File: config.mk
export PLATFORM = sky130hd
export DESIGN_NAME = quadrilatero_sa_scheduler
export DESIGN_NICKNAME = d
export VERILOG_FILES = /design/src/rtl/quadrilatero_sa_scheduler.sv
export SDC_FILE = /design/constraint.sdc
export NUM_CORES = 1
export LEC_CHECK = 0
export CAP_MARGIN = 0
export CORE_MARGIN = 2
export CORE_UTILIZATION = 65
export CTS_CLUSTER_SIZE = 8
export DETAILED_ROUTE_END_ITERATION = 10
export DONT_BUFFER_PORTS = 1
export PLACE_DENSITY = 0.79
export SYNTH_ARGS = -nofsm -noshare
export SYNTH_HDL_FRONTEND = slang
export SYNTH_SLANG_ARGS = --single-unit
File: constraint.sdc
create_clock -name clk_i -period 4.5 [get_ports clk_i]
set_clock_uncertainty 0.05 [all_clocks]
set_input_delay 0.9 -clock clk_i [delete_from_list [all_inputs] [get_ports clk_i]]
set_output_delay 0.9 -clock clk_i [all_outputs]
set_load 0.02 [all_outputs]
File: src/rtl/quadrilatero_sa_scheduler.sv
// Systolic-array instruction scheduler with a small in-order queue and an in-flight scoreboard.
// Latency: accepted instruction to start_o is at least 1 cycle; finished_i to retire/ack is combinational.
// Backpressure: instr_ready_o drops on full queue or outside RUN; issue stalls on sa_ready_i, full scoreboard, or RAW/WAW hazard when QUADRILATERO_SCHED_HAZARD_EN is defined.

// Generic synchronous FIFO, head shown continuously, no write-to-read bypass.
// Latency: pushed word visible at dat_o the cycle after the push.
// Backpressure: full_o/empty_o come from registered pointers; push when full and pop when empty are dropped.
module quadrilatero_sa_fifo #(
    parameter int WIDTH = 8,
    parameter int DEPTH = 4
) (
    input  logic             clk_i,
    input  logic             rst_ni,
    input  logic             push_i,
    input  logic [WIDTH-1:0] dat_i,
    input  logic             pop_i,
    output logic [WIDTH-1:0] dat_o,
    output logic             full_o,
    output logic             empty_o
);
    localparam int AW = $clog2(DEPTH);

    logic [WIDTH-1:0] mem [DEPTH];
    logic [AW:0]      wr_ptr;
    logic [AW:0]      rd_ptr;

    assign empty_o = (wr_ptr == rd_ptr);
    assign full_o  = (wr_ptr[AW] != rd_ptr[AW]) && (wr_ptr[AW-1:0] == rd_ptr[AW-1:0]);
    assign dat_o   = mem[rd_ptr[AW-1:0]];

    // Storage is cleared on reset so the head reads zero before the first push.
    always_ff @(posedge clk_i or negedge rst_ni) begin
        if (!rst_ni) begin
            wr_ptr <= '0;
            rd_ptr <= '0;
            for (int i = 0; i < DEPTH; i++) mem[i] <= '0;
        end else begin
            if (push_i && !full_o) begin
                mem[wr_ptr[AW-1:0]] <= dat_i;
                wr_ptr              <= wr_ptr + (AW+1)'(1);
            end
            if (pop_i && !empty_o) rd_ptr <= rd_ptr + (AW+1)'(1);
        end
    end
endmodule

module quadrilatero_sa_scheduler #(
    parameter int N_REGS       = 8,
    parameter int ID_WIDTH     = 4,
    parameter int QUEUE_DEPTH  = 4,
    parameter int MAX_INFLIGHT = 3
) (
    input  logic                      clk_i,
    input  logic                      rst_ni,
    input  logic                      instr_valid_i,
    output logic                      instr_ready_o,
    input  logic [$clog2(N_REGS)-1:0] instr_data_reg_i,
    input  logic [$clog2(N_REGS)-1:0] instr_acc_reg_i,
    input  logic [$clog2(N_REGS)-1:0] instr_weight_reg_i,
    input  logic [3:0]                instr_sa_ctrl_i,
    input  logic [ID_WIDTH-1:0]       instr_id_i,
    input  logic                      sa_ready_i,
    output logic                      start_o,
    output logic [$clog2(N_REGS)-1:0] data_reg_o,
    output logic [$clog2(N_REGS)-1:0] acc_reg_o,
    output logic [$clog2(N_REGS)-1:0] weight_reg_o,
    output logic [3:0]                sa_ctrl_o,
    output logic [ID_WIDTH-1:0]       id_o,
    input  logic                      finished_i,
    input  logic [ID_WIDTH-1:0]       finished_instr_id_i,
    output logic                      finished_ack_o,
    output logic                      retire_valid_o,
    input  logic                      retire_ready_i,
    output logic [ID_WIDTH-1:0]       retire_id_o,
    input  logic                      flush_i,
    output logic                      flush_done_o,
    output logic                      busy_o,
    output logic                      unknown_id_o
);
    localparam int RW  = $clog2(N_REGS);
    localparam int SBW = (MAX_INFLIGHT > 1) ? $clog2(MAX_INFLIGHT) : 1;

    typedef struct packed {
        logic [RW-1:0]       data_reg;
        logic [RW-1:0]       acc_reg;
        logic [RW-1:0]       weight_reg;
        logic [3:0]          sa_ctrl;
        logic [ID_WIDTH-1:0] id;
    } instr_t;

    typedef struct packed {
        logic                vld;
        logic [ID_WIDTH-1:0] id;
        logic [RW-1:0]       acc_reg;
    } sb_entry_t;

    typedef enum logic [1:0] {IDLE, RUN, DRAIN} state_t;

    state_t    state;
    instr_t    push_dat;
    instr_t    head;
    logic      fifo_full;
    logic      fifo_empty;
    logic      issue;
    sb_entry_t sb [MAX_INFLIGHT];
    logic      free_found;
    logic      hit_found;
    logic      sb_empty;
    logic      hazard;
    logic [SBW-1:0] free_idx;
    logic [SBW-1:0] hit_idx;

    assign push_dat = '{data_reg: instr_data_reg_i, acc_reg: instr_acc_reg_i,
                        weight_reg: instr_weight_reg_i, sa_ctrl: instr_sa_ctrl_i, id: instr_id_i};

    quadrilatero_sa_fifo #(.WIDTH($bits(instr_t)), .DEPTH(QUEUE_DEPTH)) u_fifo (
        .clk_i   (clk_i),
        .rst_ni  (rst_ni),
        .push_i  (instr_valid_i && instr_ready_o),
        .dat_i   (push_dat),
        .pop_i   (issue),
        .dat_o   (head),
        .full_o  (fifo_full),
        .empty_o (fifo_empty)
    );

    // All scoreboard lookups see registered state, so a same-cycle retire cannot unblock issue.
    always_comb begin
        free_found = 1'b0;
        free_idx   = '0;
        hit_found  = 1'b0;
        hit_idx    = '0;
        sb_empty   = 1'b1;
        hazard     = 1'b0;
        for (int i = 0; i < MAX_INFLIGHT; i++) begin
            if (!sb[i].vld && !free_found) begin
                free_found = 1'b1;
                free_idx   = SBW'(i);
            end
            if (sb[i].vld && (sb[i].id == finished_instr_id_i) && !hit_found) begin
                hit_found = 1'b1;
                hit_idx   = SBW'(i);
            end
            if (sb[i].vld) sb_empty = 1'b0;
`ifdef QUADRILATERO_SCHED_HAZARD_EN
            if (sb[i].vld && ((sb[i].acc_reg == head.data_reg) ||
                              (sb[i].acc_reg == head.weight_reg) ||
                              (sb[i].acc_reg == head.acc_reg))) hazard = 1'b1;
`endif
        end
    end

    assign issue          = !fifo_empty && sa_ready_i && free_found && !hazard && (state != IDLE);
    assign instr_ready_o  = !fifo_full && (state == RUN);
    assign start_o        = issue;
    assign data_reg_o     = head.data_reg;
    assign acc_reg_o      = head.acc_reg;
    assign weight_reg_o   = head.weight_reg;
    assign sa_ctrl_o      = head.sa_ctrl;
    assign id_o           = head.id;
    assign retire_valid_o = finished_i;
    assign retire_id_o    = finished_instr_id_i;
    assign finished_ack_o = finished_i && retire_ready_i;
    assign flush_done_o   = (state == DRAIN) && fifo_empty && sb_empty;
    assign busy_o         = !fifo_empty || !sb_empty;

    always_ff @(posedge clk_i or negedge rst_ni) begin
        if (!rst_ni) begin
            state        <= IDLE;
            unknown_id_o <= 1'b0;
            for (int i = 0; i < MAX_INFLIGHT; i++) sb[i] <= '0;
        end else begin
            if (finished_ack_o) begin
                if (hit_found) sb[hit_idx].vld <= 1'b0;
                else           unknown_id_o    <= 1'b1;
            end
            // A retiring entry is still valid here, so it never collides with the allocated slot.
            if (issue) begin
                sb[free_idx].vld     <= 1'b1;
                sb[free_idx].id      <= head.id;
                sb[free_idx].acc_reg <= head.acc_reg;
            end
            case (state)
                IDLE:    state <= RUN;
                RUN:     if (flush_i) state <= DRAIN;
                DRAIN:   if (flush_done_o) state <= RUN;
                default: state <= IDLE;
            endcase
        end
    end
endmodule

==> flow_summary.json <==
{
  "synthTopCellsByCount": "dfrtp_1, mux2_2, mux2_4",
  "critPathLaunch": "u_fifo.rd_ptr[0]",
  "grt_pass1_vias": 2417,
  "criticalPathCategory": "flop to primary output",
  "ios": 56,
  "chipHeight_um": 87.2,
  "core_area_um2": 6760,
  "synthAdderAreaFrac_pct": 1.39,
  "min_period_ns": 3.34,
  "r2r-start": "u_fifo.rd_ptr[0]",
  "drt_iter0_markers": 107,
  "port_buffers": 0,
  "firstDrtPassIters": 4,
  "via_per_inst": 6.36,
  "rsz0062_at_grt": "false",
  "syn_area_um2": 4500,
  "chipWidth_um": 87.2,
  "synth_top_family_by_area": "multiplexers",
  "yosys_most_used_dff": "dfrtp_1",
  "hold_buffers": 0,
  "cts_setup_buffers": 0,
  "required_ns": 3.55,
  "drive_above_1_share_pct": 42.3,
  "synth-seq-cells": 92,
  "cts.sinks": 92,
  "path_clk_slew_ns": 0.09,
  "tightestPinTransition_ns": 1.17,
  "drtAntennaViolNets": 0,
  "die_area_um2": 7610,
  "fin_crit_sh_pct": 74.2,
  "initial_core_util_pct": 66.6,
  "synth_cell_type_count": 36,
  "synth_top_cell_by_area": "dfrtp_1",
  "diodes": 0,
  "avgRoutedWirePerCell_um": 21.4,
  "status": "finished clean",
  "numCtsBuffers": 9,
  "row_count": 30,
  "async_flop_share_pct": 100,
  "synth_top_area_share_pct": 51.1,
  "synth_compound_area_share_pct": 2.53,
  "place_congestion": 0.741,
  "netlist_top_cells_area": "dfrtp_1, mux2_4, mux2_2",
  "ys_warn_count": 0,
  "grt_pass1_wl_um": 12600,
  "yosysMostFrequentCell": "dfrtp_1",
  "finalPower_w": 0.00358,
  "cp-end-kind": "primary output",
  "grt_antenna_before_repair": 0,
  "finalSetupViolations": 0,
  "power.density_nw_per_um2": 774,
  "fin_setup_tns_ns": 0,
  "synth-xor-area-share_pct": 4.22,
  "synth_area_per_cell_um2": 16.1,
  "worst_r2r_endpoint": "u_fifo.mem[4]",
  "final_hold_viol_count": 0,
  "hp-class": "input pin to async pin",
  "clkLatencyLatePin_ns": 0.36,
  "vdd_drop_max_uv": 352,
  "leakage_nw": 2.03,
  "max_freq_mhz": 300,
  "r2r_cells": 5,
  "synth-edff-count": 0,
  "crit_path_start_kind": "flop",
  "vias": 2285,
  "muxShareOfSynthArea_pct": 32.7,
  "maxCapViolCount": 0,
  "wl_um": 7670,
  "slew_headroom_pct": 22.3,
  "grt.total_usage_pct": 22.6,
  "place_hpwl_um": 4950,
  "cts_buffer_depth": 2,
  "r2r_slack_ns": 1.49,
  "post_cts_resized": 0,
  "cp.arrival_ns": 2.39,
  "crit_fanout": 20,
  "synth_cells": 279,
  "yosys.area_share.simple_pct": 3.08,
  "drc": 0,
  "maxSlewViolCount": 0,
  "yosysSeqAreaShare_pct": 51.1,
  "cts_root_buf": "clkbuf_8",
  "htree_levels": 3,
  "syn2layout_area_growth_pct": 2.67,
  "synth_fp_nets": 312,
  "cts_tree": "done",
  "grt_overflow": 0,
  "nets": 307,
  "grt_max_degree": 93
}
logic make-up after synthesis:
| group | Yosys count |
|---|---|
| adder cells (fa/ha/maj) | 5 |
| buffers and inverters | 25 |
| multiplexers | 99 |
| AND/OR/NAND/NOR | 25 |
| AO/OA/AOI/OAI | 13 |
| flip-flops | 92 |
| XOR/XNOR | 20 |
cell usage in the layout (no fill, tap or decap), drive strengths merged, types with 2 or more instances in the layout:
cell type and n:
mux2 82, a31o 2, a31oi 2, nand2 6
mux4 17, buf 3, clkbuf 14, xnor2 13
and3 6, inv 6, dfrtp 92, nand4 4
xor2 7, nor2 2, o21ai 2, a311oi 2
ha 5
per-stage QoR:
stage	area, um^2	worst slack, ns	instances	utilization (%)	hold WS, ns
after floorplan	4500	1.73	279	-	0.422
after global routing	4620	0.962	359	68.4	0.149
after detailed placement	4420	1.44	343	65.5	0.438
after CTS	4620	1.14	359	68.4	0.160
final	4620	1.16	359	68.4	0.184
after global placement	4420	1.53	343	65.5	0.433
state kept, by name (all words and copies together), names as in the netlist:
signal and cells:
u_fifo.mem 68, sb 15, u_fifo.rd_ptr 3, u_fifo.wr_ptr 3, state 2, unknown_id_o 1
final cells by class:
| class | count | area (um^2) |
|---|---|---|
| Clock inverter | 2 | 16.3 |
| Multi-Input combinational cell | 162 | 1980 |
| Tap cell | 80 | 100 |
| Timing Repair Buffer | 3 | 22.5 |
| Inverter | 6 | 22.5 |
| Fill cell | 450 | 2130 |
| Clock buffer | 14 | 183 |
| Sequential cell | 92 | 2300 |
power by group:
group          internal [W]  leakage (nW)  switching (W)
sequential          0.00123          1.11       0.000259
combinational      0.000840         0.822       0.000713
clock              0.000263        0.0989       0.000278
worst max-delay path, stage by stage, from the launching register on:
cell and delay [ns]:
dfrtp_1 0.37, buf_4 0.25, xnor2_2 0.31, nand4_1 0.40, nor3b_1 0.70
worst max path at each step:
stage,slack (ns),endpoint,cells after the start
floorplan,1.73,start_o,2
detailed placement,1.44,u_fifo.mem[35],5
finish,1.16,flush_done_o,4
CTS,1.14,flush_done_o,4
global placement,1.53,u_fifo.mem[34],5
global route,0.96,flush_done_o,4
per-layer routing:
metal | wire length [um] | GRT usage [%] | share of wire [%] | up-vias
li1 | - | - | - | 1003
met1 | 3380 | 30.2 | 44 | 1221
met2 | 3750 | 34.8 | 49 | 50
met3 | 411 | 7.20 | 5.4 | 11
met4 | 128 | 8.81 | 1.7 | 0
met5 | 0 | 0 | 0 | -
Note: power is estimated with default switching activity, not from simulation.
